**src/rtl/m4_mem_fill_pkg.sv**
```systemverilog
// Shared types for the M4 SRAM fill/clear write controller.
// State encoding and pattern mode codes.
package m4_mem_fill_pkg;

  typedef enum logic [1:0] {
    IDLE = 2'd0,
    ARM  = 2'd1,
    FILL = 2'd2,
    DONE = 2'd3
  } state_e;

  localparam logic [1:0] MODE_CONST = 2'b00;
  localparam logic [1:0] MODE_ADDR  = 2'b01;
  localparam logic [1:0] MODE_NADDR = 2'b10;
  localparam logic [1:0] MODE_ALT   = 2'b11;

endpackage

```
**src/rtl/m4_mem_fill_pattern.sv**
```systemverilog
// Combinational write-data pattern generator for the fill controller.
// Counter values are zero-extended or truncated to the data width.
module m4_mem_fill_pattern
  import m4_mem_fill_pkg::*;
#(
  parameter int CNT_W  = 20,
  parameter int DATA_W = 32
) (
  input  logic [CNT_W-1:0]  cnt,
  input  logic [DATA_W-1:0] seed,
  input  logic [1:0]        mode,
  output logic [DATA_W-1:0] wdata
);

  // select pattern from the latched mode
  always_comb begin
    wdata = seed;
    unique case (mode)
      MODE_CONST: wdata = seed;
      MODE_ADDR:  wdata = DATA_W'(cnt);
      MODE_NADDR: wdata = DATA_W'(~cnt);
      MODE_ALT:   wdata = cnt[0] ? ~seed : seed;
      default:    wdata = seed;
    endcase
  end

endmodule

```
**src/rtl/m4_mem_wctrl_fill.sv**
```systemverilog
// M4 SRAM fill/clear write controller; walks every bank/address once.
// Optional data patterns enabled by defining M4_MEM_FILL_PATTERN_EN.
module m4_mem_wctrl_fill
  import m4_mem_fill_pkg::*;
#(
  parameter int ADDR_W = 19,
  parameter int BANK_W = 1,
  parameter int DATA_W = 32,
  parameter int DQM_W  = DATA_W / 8
) (
  input  logic              clk,
  input  logic              rst,
  input  logic              start,
  input  logic              cyc_stp,
  input  logic              cyc,
  input  logic [DATA_W-1:0] fill_value,
  input  logic [1:0]        mode,
  output logic [ADDR_W-1:0] wad,
  output logic [BANK_W-1:0] wbank,
  output logic              we,
  output logic [DQM_W-1:0]  dqm,
  output logic [DATA_W-1:0] wdata,
  output logic              busy,
  output logic              done
);

  localparam int CNT_W = ADDR_W + BANK_W;
  localparam logic [CNT_W-1:0] CNT_MAX = '1;

  state_e           state;
  logic [CNT_W-1:0] cnt;

  // sequencer: start qualification, address walk, abort and status
  always_ff @(posedge clk) begin
    if (rst) begin
      state <= IDLE;
      cnt   <= '0;
      we    <= 1'b0;
      busy  <= 1'b0;
      done  <= 1'b0;
    end else begin
      we <= cyc & (state == FILL) & start;
      unique case (state)
        IDLE: begin
          cnt <= '0;
          if (cyc_stp && start) begin
            state <= ARM;
            busy  <= 1'b1;
          end
        end
        ARM: begin
          if (!start) begin
            state <= IDLE;
            busy  <= 1'b0;
          end else if (cyc_stp) begin
            state <= FILL;
          end
        end
        FILL: begin
          if (!start) begin
            state <= IDLE;
            cnt   <= '0;
            busy  <= 1'b0;
          end else if (cyc_stp) begin
            if (cnt == CNT_MAX) begin
              state <= DONE;
              cnt   <= '0;
              busy  <= 1'b0;
              done  <= 1'b1;
            end else begin
              cnt <= cnt + 1'b1;
            end
          end
        end
        DONE: begin
          if (!start) begin
            state <= IDLE;
            done  <= 1'b0;
          end
        end
        default: state <= IDLE;
      endcase
    end
  end

  assign wad   = cnt[ADDR_W-1:0];
  assign wbank = cnt[ADDR_W+:BANK_W];
  assign dqm   = '0;

`ifdef M4_MEM_FILL_PATTERN_EN
  logic [DATA_W-1:0] seed;
  logic [1:0]        mode_r;

  // latch pattern seed and mode on the ARM->FILL step
  always_ff @(posedge clk) begin
    if (rst) begin
      seed   <= '0;
      mode_r <= 2'b00;
    end else if (state == ARM && start && cyc_stp) begin
      seed   <= fill_value;
      mode_r <= mode;
    end
  end

  m4_mem_fill_pattern #(
    .CNT_W  (CNT_W),
    .DATA_W (DATA_W)
  ) u_pat (
    .cnt   (cnt),
    .seed  (seed),
    .mode  (mode_r),
    .wdata (wdata)
  );
`else
  logic unused_cfg;
  assign unused_cfg = ^{fill_value, mode};
  assign wdata      = '0;
`endif

endmodule
```
**config.mk**
```make
export PLATFORM = sky130hd
export DESIGN_NAME = m4_mem_wctrl_fill
export DESIGN_NICKNAME = d
export VERILOG_FILES = /design/src/rtl/m4_mem_fill_pkg.sv /design/src/rtl/m4_mem_fill_pattern.sv /design/src/rtl/m4_mem_wctrl_fill.sv
export SDC_FILE = /design/constraint.sdc
export NUM_CORES = 1
export LEC_CHECK = 0
export CAP_MARGIN = 15
export CELL_PAD_IN_SITES_DETAIL_PLACEMENT = 1
export CELL_PAD_IN_SITES_GLOBAL_PLACEMENT = 2
export CORE_MARGIN = 5
export CORE_UTILIZATION = 21
export CTS_BUF_LIST = sky130_fd_sc_hd__clkbuf_4 sky130_fd_sc_hd__clkbuf_8
export DETAILED_ROUTE_END_ITERATION = 8
export GPL_TIMING_DRIVEN = 0
export PLACE_DENSITY_LB_ADDON = 0.1
export SETUP_SLACK_MARGIN = 0.5
export SLEW_MARGIN = 20
export SYNTH_ARGS = -nofsm -noshare
export SYNTH_HDL_FRONTEND = slang
export SYNTH_SLANG_ARGS = --single-unit
```
**constraint.sdc**
```tcl
create_clock -name clk -period 2.25 [get_ports clk]
set_input_delay 0.675 -clock clk [delete_from_list [all_inputs] [get_ports clk]]
set_output_delay 0.675 -clock clk [all_outputs]
set_load 0.01 [all_outputs]
```
==> results of run 1 <==
-- layout make-up --
cell class | instances | area [sq um]
Tap cell | 105 | 131
Clock inverter | 1 | 5.00
Clock buffer | 3 | 41.3
Inverter | 5 | 21.3
Multi-Input combinational cell | 178 | 1340
Sequential cell | 25 | 553
Buffer | 50 | 407
Timing Repair Buffer | 59 | 520
Fill cell | 994 | 5280
-- cells in the final DEF, fill, tap and decap left out, drive strengths merged, types with 2 or more instances in the layout --
cell type	count
nor2	5
xor2	2
or3	4
nand2b	2
dfxtp	25
inv	5
nand4	10
mux2i	2
ha	6
nand3b	2
and3	2
o211ai	3
conb	36
a21oi	11
o21ai	8
or4	11
buf	78
and2	4
a211o	3
or2	2
and4	5
a22oi	7
nand2	16
dlygate4sd2	23
nor3	3
nand3	15
o31ai	5
clkbuf	10
-- routing by layer --
metal	GRT usage, %	wire length (um)	share of wire [%]	vias up
li1	-	-	-	950
met1	16.7	3140	47	923
met2	19.6	3110	47	45
met4	3.73	89	1.3	0
met3	2.23	310	4.7	6
met5	0	0	0	-
-- power breakdown --
group,total (W),leakage (nW),internal (W),switching (W)
Clock,0.000288,0.0255,0.000124,0.000163
Combinational,0.000554,1.08,0.000301,0.000254
Sequential,0.000454,0.215,0.000444,0.0000101
-- worst max-delay path: stages (launching register included) --
cell      delay, ns
dfxtp_4        0.38
inv_4          0.05
ha_4           0.15
buf_6          0.12
or4_4          0.49
o221ai_4       0.08
o211ai_1       0.18
buf_4          0.19
mux2i_1        0.10
-- kinds of logic (layout without fill, tap and decap cells) --
family          Yosys count  in the layout
compound gates           46             46
flops                    25             25
buf+inv                  55            118
other cells               1             36
xor+xnor                  2              2
mux                       2              2
fa+ha+maj                 6              6
simple gates             85             86
-- stage by stage --
step	utilization, %	setup TNS (ns)	hold WS, ns	instances
after floorplan	-	0	0.485	257
after global placement	28.2	-3.79	0.467	387
after detailed placement	28.2	-3.84	0.476	387
after CTS	32.2	0	0.493	410
after global routing	36.4	0	0.533	426
final	36.4	0	0.485	426
-- path summary, 6_finish.rpt --
kind,end,depth (start not counted),slack (ns)
min reg2reg,done,2,0.48
min,done,2,0.48
max,state[1],8,0.41
max reg2reg,state[1],8,0.41
-- synthesized netlist by cell type, types with 2 or more instances --
master / count
buf_4: 37
dfxtp_1: 25
nand2_1: 16
nand3_1: 15
a21oi_1: 11
or4_1: 11
buf_2: 8
a22oi_1: 7
nand4_1: 7
o21ai_0: 7
ha_1: 6
clkbuf_1: 5
inv_1: 5
nor2_1: 5
o31ai_1: 5
and2_1: 4
and4_1: 4
or3_1: 4
a211o_1: 3
nor3_1: 3
o211ai_1: 3
and3_1: 2
mux2i_1: 2
nand2b_1: 2
nand3b_1: 2
xor2_1: 2
-- timing repair --
action	in CTS	in global routing
endpoints found under the setup margin	47	21
setup buffers	18	15
pin swaps	5	13
gates resized for setup	79	51
hold buffers	0	0
cloned	1	1
-- flip-flops by register name, indices dropped and copies added, names as in the netlist --
signal	count
we	1
state	2
busy	1
cnt	20
done	1
==> key figures, run 1 <==
Run status
  • Status: completed

Global routing
  • Gr usage total: between 10% and 20%
  • Total gr overflow: 0
  • Antenna violations before repair: 0
  • Global-route wire length before repair: roughly 10 mm
  • Vias in the first global route: 1966
  • Largest net degree at the start of global routing: 15

Synth
  • Compound-cell area share of the yosys netlist: 17.4%
  • Gate Count Post-Synth: about 220
  • Synth Area in Simple Gates: 28.6%
  • Ys flop type: dfxtp_1
  • Post-synth top area share: 27.8%
  • Synth Register Bits: 25
  • Synth warn: 0
  • Average cell area after synthesis: 8.11 sq um
  • EDFF count, synth: 0
  • Largest area contributor in the netlist: dfxtp_1
  • Post-synthesis adder-cell area fraction: 4.17%
  • Multiplexer share of the synthesized area: 1.11%
  • Netlist cell types: 47
  • Post-synthesis sequential area ratio: about 28%
  • Post-Synth XOR/XNOR Area: 0.973%
  • Main combinational cell family by area after synthesis: simple AND/OR/NAND/NOR gates
  • FFs w/ async S/R, synth: 0%
  • Main area contributors after synthesis: dfxtp_1 28%, buf_4 15%, or4_1 4.6%, ha_1 4.2%, nand3_1 4.2%
  • Mapped Area: between 1500 and 2000 sq um

Placed design
  • Port Buffers: 25
  • Dpl ws: -0.327 ns
  • DP Wirelength: 4.41 mm
  • Final RePlAce weighted congestion: 0.738
  • Area after DPL: 2340 sq um

Drt
  • DR vias: 1924
  • Detail Route Antenna Nets: 0
  • First DRT Iteration DRCs: 50
  • Remaining DRCs: 0
  • Total Wirelength: around 6.7 mm
  • Pre-antenna DRT Iters: 4
  • Routed len/inst: 15.6 um
  • Vias/cell: between 4 and 5

Power and ir drop
  • VDD IR-drop max: ~0.18 mV
  • Total power: approximately 0.0013 W
  • Leak Pwr: 1.32 nW
  • Pwr/cell area: 429 nW/um^2

Finish
  • Nets: between 300 and 400
  • Share of cells above drive strength 1: ~46%
  • Antenna Cells: 0
  • Fin area: 3020 sq um
  • Layout area overhead: 67.7%

STA
  • Endpoints failing setup: 0
  • Max-slew violation count: 0
  • Fin crit period: 1.84 ns
  • Min setup slack post-route: 0.406 ns
  • RSZ-0062 raised after global routing: true
  • Max Clk Rate: 542 MHz
  • Final hold vios: 0
  • Period utilization: 82.0%
  • Worst slew pin tran: 0.636 ns
  • Clock Skews: about 0.006 ns
  • Slew Limit Headroom: 57.6%

Floorplan
  • Die span in x: 103 um
  • I/O pins: 98
  • Core Box Area: 8300 sq um
  • Rows: 33
  • Die height: 103 um
  • Die Area: 10500 sq um
  • Initial Utilization: 21.7%

Clock tree
  • Root Buffer: clkbuf_8
  • Clk slew on worst S/H paths: 0.10 ns
  • Clock sink count: 25
  • Clock tree buffer depth: 2
  • Worst skew pair latency: 0.28 ns
  • CTS tree: built
  • Cts bufs inserted: 3
  • CTS HTree Levels: 1

Run
  • Max Cap Viol: 0

Critical path
  • Setup crit end kind: flip-flop
  • Worst EP arrival: 2.02 ns
  • Critical Path Source Type: flip-flop
  • Worst Setup SP: state[0]
  • Worst Path Required: 2.42 ns
  • CP Max Fanout: 7
  • Crit Path Class: reg2reg
  • RR Startpoint: state[0]

Hold path
  • Hold crit path type: reg2reg
  • Hold_sp: done
(Power assumes the default switching activity.)
==> run 2, diff against run 1 <==
- clock period: 2.25 -> 1.9 ns (I/O delays scaled with it)
==> run 2 against run 1 <==
Clock skew is 0.0026 ns lower. Total power increased by 15%. Via count rose by 7.3%. Maximum frequency is 1.6% higher. Critical path type unchanged.
==> key figures, run 2 (synthesis gave the netlist of run 1 again) <==
Critical path
  • Critical Path Source Type: flip-flop
  • Worst EP arrival: 2.03 ns (about the same)
  • Crit Path Class: reg2reg
  • Most frequent cell on the critical path: buf_6
  • CP Max Fanout: 7 (unchanged)
  • Setup crit end kind: flip-flop
  • Slowest-stage cell, CP: dfxtp_4
  • CP cell instances: inv_6 -> ha_4 -> buf_6 -> nand3b_1 -> buf_6 -> nand2_8 -> buf_8 -> or4_1 -> a22oi_1
  • Worst Path Required: 2.11 ns (-0.31 ns)
  • Max incr delay on CP: 0.41 ns (-0.08 ns)

STA
  • Endpoints failing setup: 0 (unchanged)
  • RSZ-0062 raised after global routing: true
  • Min setup slack post-route: 0.0850 ns (-0.321 ns)
  • Worst slew pin tran: 0.760 ns (+0.124 ns)
  • Post-route setup TNS: 0 ns (unchanged)
  • Hold_ws: 0.493 ns (+0.00826 ns)
  • Final hold vios: 0 (unchanged)
  • Slew Limit Headroom: 49.3% (-8.2 points)
  • Max-slew violation count: 0 (unchanged)
  • Period utilization: 95.5% (+14 points)
  • Clock Skews: 0.00328 ns (-0.00259 ns)
  • Fin crit period: 1.81 ns (-0.0289 ns)
  • Max Clk Rate: 551 MHz (+1.6%)

Drt
  • DR vias: 2064 (+7.3%)
  • First DRT Iteration DRCs: 69 (+38%)
  • Remaining DRCs: 0 (unchanged)
  • Total Wirelength: 7.10 mm (+6.8%)
  • Routed len/inst: 15.6 um (+0.18%)
  • Vias/cell: 4.55 (+0.66%)
  • Detail Route Antenna Nets: 0 (unchanged)
  • Pre-antenna DRT Iters: 4 (unchanged)

Finish
  • Top Registers: cnt: 20 flops, state: 2 flops
  • Biggest register: cnt
  • Most frequent cells in the layout: 77 x buf_4, 40 x buf_6, 36 x conb_1
  • Number of flip-flops under the largest register name: 20 (unchanged)
  • Nets: 395 (+7.6%)
  • Fin area: 3340 sq um (+11%)
  • Most common cell after layout, fill and taps aside: buf_4
  • Layout area overhead: 85.5%
  • Share of cells above drive strength 1: 59.3% (+14 points)
  • Antenna Cells: 0 (unchanged)

Clock tree
  • Worst skew pair latency: 0.28 ns (about the same)
  • Cts bufs inserted: 3 (unchanged)
  • Root Buffer: clkbuf_8
  • # hold bufs at CTS: 0 (unchanged)
  • CTS HTree Levels: 1 (unchanged)
  • Clock tree buffer depth: 2 (unchanged)
  • Clock sink count: 25 (unchanged)
  • Clk slew on worst S/H paths: 0.11 ns (about the same)
  • CTS tree: built

Floorplan
  • Die height: 103 um (unchanged)
  • Core Box Area: 8300 sq um (unchanged)
  • Die Area: 10500 sq um (unchanged)
  • Rows: 33 (unchanged)
  • Die span in x: 103 um (unchanged)
  • I/O pins: 98 (unchanged)
  • Initial Utilization: 21.7% (unchanged)

Placed design
  • Final RePlAce weighted congestion: 0.728 (-1.3%)
  • Area after DPL: 2480 sq um (+6.2%)
  • DP Wirelength: 4.48 mm (+1.6%)
  • Dpl ws: -0.521 ns (-0.195 ns)
  • Port Buffers: 25 (unchanged)

Global routing
  • Gr usage total: 13.7% (+1.4 points)
  • Global-route wire length before repair: 11.3 mm (+11%)
  • Total gr overflow: 0 (unchanged)
  • Antenna violations before repair: 0 (unchanged)
  • Largest net degree at the start of global routing: 16 (+1)
  • Grt met2 use: 22.9% (+3.3 points)
  • Busiest grt layer: met2
  • Vias in the first global route: 2137 (+8.7%)
  • Grt met1 use: 18.5% (+1.8 points)
  • Met3 usage: 2.10% (-0.14 points)

Run status
  • Status: completed

Power and ir drop
  • VDD IR-drop max: 0.183 mV (-0.12%)
  • Leak Pwr: 1.48 nW (+12%)
  • Pwr/cell area: 445 nW/um^2 (+3.7%)

Run
  • Max Cap Viol: 0 (unchanged)

Hold path
  • Hold crit path type: reg2reg
run 2: worst paths after layout:
check	cells after the start	to	slack, ns	startpoint
min	2	done	0.49	done
max	9	cnt[10]	0.09	state[0]
min reg2reg	2	done	0.49	done
max reg2reg	9	cnt[10]	0.09	state[0]
run 2: where the power goes:
part / total, W / leakage, nW / switching (W) / internal [W]
logic: 0.000586 / 1.23 / 0.000277 / 0.000309
clock network: 0.000365 / 0.0260 / 0.000214 / 0.000151
registers: 0.000537 / 0.219 / 0.0000183 / 0.000519
run 2: through the flow:
| step | instances | total power (W) | utilization (%) |
|---|---|---|---|
| floorplan | 257 | 0.000867 | - |
| global placement | 387 | 0.000951 | 29.9 |
| detailed placement | 387 | 0.000949 | 29.9 |
| CTS | 443 | 0.00147 | 38.3 |
| global route | 454 | 0.00158 | 40.3 |
| finish | 454 | 0.00149 | 40.3 |
run 2: repair_timing:
item	CTS	global route
pin swaps	17	17
endpoints found under the setup margin	47	43
cloned	2	0
buffers inserted	50	11
resized for setup	177	27
run 2: final cells by class:
class | count | area (sq um)
buffer | 50 | 430
clock buffer | 3 | 41.3
clock inverter | 1 | 6.26
fill | 973 | 4960
inverter | 5 | 26.3
multi-input combinational | 178 | 1360
sequential | 25 | 573
tap | 105 | 131
timing repair buffer | 87 | 776
run 2: worst max-delay path: cells and delay by family, from the launching register on:
kind            cells  cell delay, ns
compound gates      1            0.13
buf+inv             4            0.48
flops               1            0.41
fa+ha+maj           1            0.14
simple gates        3            0.56
run 2: layer usage:
| metal | wire length, um | vias up |
|---|---|---|
| met5 | 0 | - |
| met4 | 40 | 0 |
| met3 | 368 | 2 |
| met2 | 3580 | 57 |
| met1 | 3110 | 1001 |
| li1 | - | 1004 |
